$ cat src/rtl/div_pkg.sv
// Shared types and helpers for the divider sequencer.
// State encoding, op one-hot bit indices, op decode helpers.
package div_pkg;

  localparam logic [2:0] ST_IDLE  = 3'd0;
  localparam logic [2:0] ST_ISSUE = 3'd1;
  localparam logic [2:0] ST_WAIT  = 3'd2;
  localparam logic [2:0] ST_DONE  = 3'd3;
  localparam logic [2:0] ST_DRAIN = 3'd4;

  typedef enum logic [2:0] {
    IDLE  = ST_IDLE,
    ISSUE = ST_ISSUE,
    WAIT  = ST_WAIT,
    DONE  = ST_DONE,
    DRAIN = ST_DRAIN
  } state_t;

  localparam int OP_DIV  = 0;
  localparam int OP_MOD  = 1;
  localparam int OP_UDIV = 2;
  localparam int OP_UMOD = 3;

  function automatic logic op_is_unsigned(
    input logic [3:0] op
  );
    return op[OP_UDIV] | op[OP_UMOD];
  endfunction

  function automatic logic op_is_quot(
    input logic [3:0] op
  );
    return op[OP_DIV] | op[OP_UDIV];
  endfunction

endpackage

$ cat src/rtl/axis_issue_slot.sv
// AXI-Stream tvalid tracker for one input channel.
// Ports: clk, reset, start (load), tready in; tvalid, hs, done out.
module axis_issue_slot (
  input  logic clk,
  input  logic reset,
  input  logic start,
  input  logic tready,
  output logic tvalid,
  output logic hs,
  output logic done
);

  assign hs = tvalid & tready;

  // tvalid holds until its own handshake; nothing else drops it
  always_ff @(posedge clk) begin
    if (reset) begin
      tvalid <= 1'b0;
      done   <= 1'b0;
    end else if (start) begin
      tvalid <= 1'b1;
      done   <= 1'b0;
    end else if (hs) begin
      tvalid <= 1'b0;
      done   <= 1'b1;
    end
  end

endmodule

$ cat src/rtl/div_ctrl.sv
// Sequencer between the ALU and the signed/unsigned AXIS divider IPs.
// Ports: req_* in, resp_* out, flush, busy, shared tdata, s_*/u_* AXIS.
module div_ctrl
  import div_pkg::*;
#(
  parameter int DW = 32
) (
  input  logic          clk,
  input  logic          reset,
  input  logic          req_valid,
  output logic          req_ready,
  input  logic [3:0]    req_op,
  input  logic [DW-1:0] req_src1,
  input  logic [DW-1:0] req_src2,
  input  logic          flush,
  output logic          resp_valid,
  input  logic          resp_ready,
  output logic [DW-1:0] resp_result,
  output logic          busy,
  output logic [DW-1:0] div_tdata_a,
  output logic [DW-1:0] div_tdata_b,
  output logic          s_dvd_tvalid,
  output logic          s_dvs_tvalid,
  input  logic          s_dvd_tready,
  input  logic          s_dvs_tready,
  input  logic [2*DW-1:0] s_dout_tdata,
  input  logic          s_dout_tvalid,
  output logic          u_dvd_tvalid,
  output logic          u_dvs_tvalid,
  input  logic          u_dvd_tready,
  input  logic          u_dvs_tready,
  input  logic [2*DW-1:0] u_dout_tdata,
  input  logic          u_dout_tvalid
);

  state_t state_q, state_d;
  logic [3:0]    op_q;
  logic [DW-1:0] a_q, b_q;
  logic [DW-1:0] res_q;
  logic          pend_q;

  logic uns, accept, both_done;
  logic dvd_v, dvd_hs, dvd_done;
  logic dvs_v, dvs_hs, dvs_done;
  logic dout_v;
  logic [2*DW-1:0] dout_d;

  assign uns    = op_is_unsigned(op_q);
  assign accept = (state_q == IDLE) & req_valid & ~flush;

  // one slot pair, routed to the unit chosen by the latched op
  axis_issue_slot u_dvd (
    .clk    (clk),
    .reset  (reset),
    .start  (accept),
    .tready (uns ? u_dvd_tready : s_dvd_tready),
    .tvalid (dvd_v),
    .hs     (dvd_hs),
    .done   (dvd_done)
  );

  axis_issue_slot u_dvs (
    .clk    (clk),
    .reset  (reset),
    .start  (accept),
    .tready (uns ? u_dvs_tready : s_dvs_tready),
    .tvalid (dvs_v),
    .hs     (dvs_hs),
    .done   (dvs_done)
  );

  assign s_dvd_tvalid = dvd_v & ~uns;
  assign s_dvs_tvalid = dvs_v & ~uns;
  assign u_dvd_tvalid = dvd_v & uns;
  assign u_dvs_tvalid = dvs_v & uns;

  assign div_tdata_a = a_q;
  assign div_tdata_b = b_q;

  // the last handshake this cycle counts as done
  assign both_done = (dvd_done | dvd_hs)
                   & (dvs_done | dvs_hs);

  assign dout_v = uns ? u_dout_tvalid : s_dout_tvalid;
  assign dout_d = uns ? u_dout_tdata  : s_dout_tdata;

  assign req_ready   = (state_q == IDLE);
  assign busy        = (state_q != IDLE);
  assign resp_valid  = (state_q == DONE);
  assign resp_result = res_q;

  always_comb begin
    state_d = state_q;
    unique case (state_q)
      IDLE:
        if (accept) state_d = ISSUE;
      ISSUE:
        if (both_done)
          state_d = (pend_q | flush) ? DRAIN : WAIT;
      WAIT:
        if (dout_v)
          state_d = (pend_q | flush) ? IDLE : DONE;
        else if (flush)
          state_d = DRAIN;
      DRAIN:
        if (dout_v) state_d = IDLE;
      DONE:
        if (resp_ready | flush) state_d = IDLE;
      default:
        state_d = IDLE;
    endcase
  end

  always_ff @(posedge clk) begin
    if (reset) begin
      state_q <= IDLE;
      op_q    <= '0;
      a_q     <= '0;
      b_q     <= '0;
      res_q   <= '0;
      pend_q  <= 1'b0;
    end else begin
      state_q <= state_d;
      if (accept) begin
        op_q   <= req_op;
        a_q    <= req_src1;
        b_q    <= req_src2;
        pend_q <= 1'b0;
      end
      if (state_q == ISSUE && flush)
        pend_q <= 1'b1;
      if (state_q == WAIT && dout_v
          && !(pend_q | flush))
        res_q <= op_is_quot(op_q)
               ? dout_d[2*DW-1:DW]
               : dout_d[DW-1:0];
    end
  end

endmodule

$ cat config.mk
export PLATFORM = sky130hd
export DESIGN_NAME = div_ctrl
export DESIGN_NICKNAME = d
export VERILOG_FILES = /design/src/rtl/div_pkg.sv /design/src/rtl/axis_issue_slot.sv /design/src/rtl/div_ctrl.sv
export SDC_FILE = /design/constraint.sdc
export NUM_CORES = 1
export LEC_CHECK = 0
export BUFFER_PORTS_ARGS = -buffer_cell sky130_fd_sc_hd__buf_4
export CAP_MARGIN = 15
export CORE_AREA = 2 2 120 122
export CTS_CLUSTER_SIZE = 8
export DETAILED_ROUTE_END_ITERATION = 8
export DIE_AREA = 0 0 122 124
export HOLD_SLACK_MARGIN = 0.08
export PLACE_DENSITY = 0.77
export SETUP_SLACK_MARGIN = 0.1
export SLEW_MARGIN = 0
export SYNTH_ARGS = -nofsm -noshare
export SYNTH_HDL_FRONTEND = slang
export SYNTH_SLANG_ARGS = --single-unit
export TNS_END_PERCENT = 30
$ cat constraint.sdc
create_clock -name clk -period 1.5 [get_ports clk]
set_input_delay 0.15 -clock clk [delete_from_list [all_inputs] [get_ports clk]]
set_output_delay 0.15 -clock clk [all_outputs]
set_load 0.01 [all_outputs]
# Word-level counts from Yosys, hierarchy flattened

Cells that the tools add are included.

Register bits: 108
Input port bits: 207
Output and inout port bits: 103
Logic and storage cells: 67

Eq/ne operators: 9
Muxes and demuxes: 20
Bitwise operators: 17
Reduce and logical (&&, ||, !) cells: 11

Operators with widths:

| cell                 | number |
|---|---|
| $mux W64             | 1 |
| $mux W32             | 1 |
| $mux W3              | 7 |
| $pmux W3 S5          | 1 |
| $and A1 B1 Y1        | 9 |
| $mux W1              | 9 |
| $eq A3 B2 Y1 const B | 2 |
| $or A1 B1 Y1         | 6 |
| $reduce_bool A2 Y1   | 3 |
| $reduce_and A5 Y1    | 1 |
| $ne A2 B1 Y1 const B | 2 |
| $ne A2 B2 Y1 const B | 2 |
| $eq A3 B1 Y1 const B | 1 |
| $eq A3 B3 Y1 const B | 1 |
| $logic_and A1 B1 Y1  | 3 |
| $logic_not A3 Y1     | 1 |
| $ne A3 B3 Y1 const B | 1 |
| $reduce_bool A3 Y1   | 1 |
| $mux W2              | 1 |
| $not A1 Y1           | 2 |
| $reduce_or A2 Y1     | 1 |
| $logic_not A1 Y1     | 1 |

# Depth between registers and ports, before layout

Depth after elaboration: 7
Mapped depth: 9
Gate-level depth less buffers: 5

# Modules after synthesis

A second synthesis with hierarchy kept.

Cells, all modules: 650
Area, all modules: 4878.4 µm²

Modules (own cells, without submodules):

| module          | times used | cells each | area an instance (µm²) | sequential area each (µm²) |
|---|---|---|---|---|
| div_ctrl        | 1          | 634        | 4725.8                 | 2062.0 |
| axis_issue_slot | 2          | 8          | 76.3                   | 40.0 |

# Least setup slack after synthesis

OpenSTA, ideal clock, no wires.

Kind: reg-to-reg
Start: reg state_q[2]
End: reg b_q[10], in the netlist div_tdata_b[10]
Library setup time: 132 ps
Arrival: 1589 ps
Data required time: 1368 ps
Setup slack: -221 ps
Cell stages (with the launch flop): 10
Buffers on the path: 4
Period minus slack after synthesis: 1721 ps
Path through: dfxtp_1 buf_2 nor3_2 inv_2 or2_1 clkbuf_1 buf_2 buf_6 nand2_1 a21oi_1

Word-level cells in the longest chain between the ends: 3

RTL lines:

| element                     | RTL line        | source |
|---|---|---|
| from (decl)                 | div_ctrl.sv:36  | `state_t state_q, state_d;` |
| from (signal assigned)      | div_ctrl.sv:123 | `state_q <= state_d;` |
| $logic_not A3 Y1            | n/a             |  |
| net req_ready               | div_ctrl.sv:11  | `output logic req_ready,` |
| $and A1 B1 Y1 (2 in series) | div_ctrl.sv:49  | `assign accept = (state_q == IDLE) & req_valid & ~flush;` |
| to (signal assigned)        | div_ctrl.sv:127 | `b_q <= req_src2;` |
| to (decl)                   | div_ctrl.sv:38  | `logic [DW-1:0] a_q, b_q;` |

The timed path passes the listed nets, and every way through them passes these cells.
A chain may end at the register's enable or synchronous reset.

# Final worst setup path

Start: reg op_q[2]
End: reg res_q[31], in the netlist resp_result[31]

Word-level cells in the longest chain between the ends: 4
Elaborated cells between the ends (all ways): 7
Those cells by class: 3 x mux; 2 x bitwise; 2 x reduce/logical

RTL lines:

| element                | RTL line        | source |
|---|---|---|
| from (decl)            | div_ctrl.sv:37  | `logic [3:0] op_q;` |
| from (signal assigned) | div_ctrl.sv:125 | `op_q <= req_op;` |
| $or A1 B1 Y1           | div_pkg.sv:27   | `return op[OP_UDIV] \| op[OP_UMOD];` |
| $mux W1                | div_ctrl.sv:84  | `assign dout_v = uns ? u_dout_tvalid : s_dout_tvalid;` |
| $logic_and A1 B1 Y1    | div_ctrl.sv:132 | `if (state_q == WAIT && dout_v` |
| $logic_and A1 B1 Y1    | div_ctrl.sv:133 | `&& !(pend_q \| flush))` |
| to (signal assigned)   | div_ctrl.sv:134 | `res_q <= op_is_quot(op_q)` |
| to (decl)              | div_ctrl.sv:39  | `logic [DW-1:0] res_q;` |

Parallel ways exist; a longest one is shown, timed or not.

==> results.txt <==
Yosys mapped a number of flops with a built-in enable equal to 0. The HPWL after detailed placement came out at 12700 um. The worst setup path is launched from a register. The critical register-to-register path startpoint is op_q[2].

The register-to-register setup slack came out at -0.19 ns. The endpoint of the worst-slack reg-to-reg timing path is resp_result[31]. Static timing analysis puts the maximum clock frequency at 593 MHz. The CTS buffer count is 9.

The initial utilization of the core area, before any placement, comes to 36.5%. The max-slew violation count came out at 0. In this run the tool buffered the top-level ports with 308 buffer cells. The area inside the core boundary is 13700 um2. The number of hold violations in the final report came out at 0. In this run the tightest slew margin relative to its limit is 77.3%. The vertical extent of the die came out at 124 um.

The static leakage is 4.11 nW. The max capacitance violation total is 0. The post-route fraction of the period consumed by the critical path came out at 112%. The tightest min-delay check is of the input port to register type. The total negative slack for setup checks came out at -6.00 ns. The length in cells of the worst reg-to-reg path is 8.

The most used flip-flop cell after synthesis is sky130_fd_sc_hd__dfxtp_1. The final wirelength is 21300 um. The congestion estimate from routability-driven global placement came to 0.811.

The post-layout net count came out at 1255. Across the routed clock network, the largest skew measured is 0.00597 ns. The peak supply drop is 0.000659 V. For hold timing, the worst endpoint is div_tdata_b[13].

By area the synthesized netlist is led by sky130_fd_sc_hd__dfxtp_1, sky130_fd_sc_hd__nand2_1, sky130_fd_sc_hd__a21oi_1. The checks that failed: negative setup slack. The combinational share of power is 41.7%. The hold-critical path depth is 3. After detailed routing, the average wire length per cell comes to 17.3 um.

The maximum fanout encountered on the critical timing path came out at 5. sky130_fd_sc_hd__nand2_1 is the most common cell in the netlist. The starting DRC count in detailed routing is 263. The tree is rooted in a sky130_fd_sc_hd__clkbuf_16. The number of distinct library cells after synthesis came out at 39. The maximum number of pins on one net before global-route repair came out at 54. The run finished, with violations left. Of the total power, the share spent switching nets is 33.5%.

The transition time at the pin with the least slew margin came out at 0.336 ns. The smallest clock period supported by the final layout is computed as 1.69 ns. Detailed routing inserted a total of 6288 vias.

The floorplan die width came out at 122 um. In the routed layout, each cell is associated on average with a via count of 5.10. The final cell count without fillers came out at 1233.

The layout overhead on the synthesized area is 87.1%. In the synthesized netlist, the cells that appear most often are sky130_fd_sc_hd__nand2_1, sky130_fd_sc_hd__dfxtp_1, sky130_fd_sc_hd__a21oi_1. The clock transition at the registers of the reported paths came out at 0.08 ns. At the worst endpoint, the required time is 1.78 ns. In the post-route analysis, the smallest setup slack over all paths is -0.186 ns. The total overflow left after global routing is 0. The net switching power came out at 3.34 mW. The synthesized design devotes to its leading area cell type 42.8% of total area. When the netlist entered floorplanning its net count stood at 859.

The startpoint identified for the worst hold timing path is req_src2[13]. The setup path with the least slack is of type register to register. After synthesis the netlist holds a flip-flop and latch count of 107. The row count came out at 43. Setup repair after global routing could not meet its margin everywhere.

Setup violations remaining at the end of the flow were counted as 71. The cell area after layout is 9360 um2. The internal power consumption came out at 6.63 mW. STA classifies the critical path endpoint as a register.

Registers are responsible for 33.2% of the overall power. After detailed routing, the number of remaining DRC violations is 0. The count of inserted antenna diode cells is 0. The clock tree buffer depth is 2. The data arrival time of the critical path came out at 1.96 ns. The die covers 15100 um2. The instance area at placement came out at 7710 um2. The initial antenna violation count came out at 0. For this run, asynchronously set or reset flops after synthesis account for 0%. The number of top-level design ports came out at 310. The number of global-route vias before repair came out at 5827. Averaged over all synthesized cells, the footprint is 7.67 um2.

The first-pass GRT wire length came out at 28500 um. The number of warnings printed during yosys synthesis is 0. The clock tree from TritonCTS is built. The H-tree was split into 3 levels. The synthesized design spends more area on one cell type than any other, namely sky130_fd_sc_hd__dfxtp_1. The fraction of final layout cells sized beyond drive strength 1 is 45.8%. The power share of the clock group is 25.2%. The post-placement cell count is 1127. The portion of the post-synthesis area used by sequential elements came out at 42.8%. Before antenna repair, the detailed router went through 5 iterations. Once detail routing completed, the nets flagged for antenna violations numbered 0. The later-pin clock latency in the skew report came out at 0.34 ns. The total power per unit cell area is 1060 nW/um2. The sink count of the clock tree is 107. The all-layer global routing usage is 24.0%. The summed instance area of the synthesized netlist is 5000 um2. The number of instances in the synthesized netlist came out at 652.
-- placed cells by master (no fill, tap or decap), drive strengths merged, types with 7 or more instances in the layout --
cell	instances
nor2b	32
buf	372
dlygate4sd3	65
a21oi	106
a311o	32
clkbuf	17
inv	7
nor2	8
nand2	232
a211oi	35
dfxtp	107
-- per-stage QoR --
| step | worst slack [ns] | total power [mW] | hold slack, ns | utilization (%) |
|---|---|---|---|---|
| finish | -0.186 | 9.97 | 0.0974 | 68.2 |
| global route | -0.249 | 10.4 | 0.0848 | 68.2 |
| detailed placement | -0.163 | 6.59 | 0.406 | 56.2 |
| global placement | -0.125 | 6.57 | 0.396 | 56.2 |
| CTS | -0.120 | 9.49 | 0.0813 | 64.8 |
| floorplan | -0.0506 | 5.09 | 0.286 | - |
-- power groups by stage --
stage / logic, mW / clock network [mW] / registers, mW
CTS: 3.65 / 2.56 / 3.28
global placement: 3.25 / 0 / 3.31
floorplan: 1.70 / 0 / 3.40
global route: 4.44 / 2.67 / 3.33
detailed placement: 3.26 / 0 / 3.32
finish: 4.15 / 2.51 / 3.30
-- cell families after synthesis --
family / synth area share (%)
buffers and inverters: 6.43
and+or+nand+nor: 25.8
DFF: 42.8
AOI/OAI and AO/OA: 24.9
-- state kept, by name (all words and copies together) (netlist names) --
register,count
div_tdata_a,32
div_tdata_b,32
op_q,3
pend_q,1
resp_result,32
state_q,3
u_dvd.done,1
u_dvd.tvalid,1
u_dvs.done,1
u_dvs.tvalid,1
-- critical path: stages, from the launching register on --
cell and delay [ns]:
sky130_fd_sc_hd__dfxtp_4 0.36, sky130_fd_sc_hd__buf_6 0.13, sky130_fd_sc_hd__nor2_8 0.11, sky130_fd_sc_hd__a21boi_4 0.07
sky130_fd_sc_hd__nand4b_4 0.20, sky130_fd_sc_hd__buf_12 0.18, sky130_fd_sc_hd__clkbuf_16 0.15, sky130_fd_sc_hd__a311o_1 0.28
sky130_fd_sc_hd__a21oi_1 0.14
-- repair_timing --
item                                    4_1_cts  5_1_grt
endpoints found under the setup margin      111      110
buffers inserted                              5        9
gates cloned                                  1       10
hold endpoints to repair                     65        0
hold buffers                                 65        0
gates resized for setup                      53       51
pin swaps                                    45       11
-- final cells by class --
cell class | instances | area, um2
clock buffers | 10 | 239
clock inverters | 6 | 71.3
fillers | 1094 | 4360
inverters | 5 | 18.8
multi-input cells | 481 | 2800
flip-flops and latches | 107 | 2150
well taps | 180 | 225
repair buffers | 444 | 3860
-- metal layers --
| layer | global-route usage, % | wire length, um | vias to the layer above |
|---|---|---|---|
| met3 | 5.86 | 1630 | 44 |
| met1 | 26.8 | 8050 | 2922 |
| met2 | 43.5 | 11000 | 291 |
| met5 | 0 | 0 | - |
| li1 | - | - | 3031 |
| met4 | 9.84 | 624 | 0 |
-- worst max path at each step --
| stage | startpoint | end | cells after the start |
|---|---|---|---|
| final | op_q[2] | resp_result[31] | 8 |
| after global routing | op_q[2] | resp_result[16] | 8 |
| after CTS | op_q[3] | resp_result[17] | 6 |
| after detailed placement | op_q[3] | resp_result[17] | 6 |
| after global placement | op_q[2] | state_q[2] | 6 |
| after floorplan | op_q[2] | state_q[0] | 7 |
(Power assumes the default switching activity.)
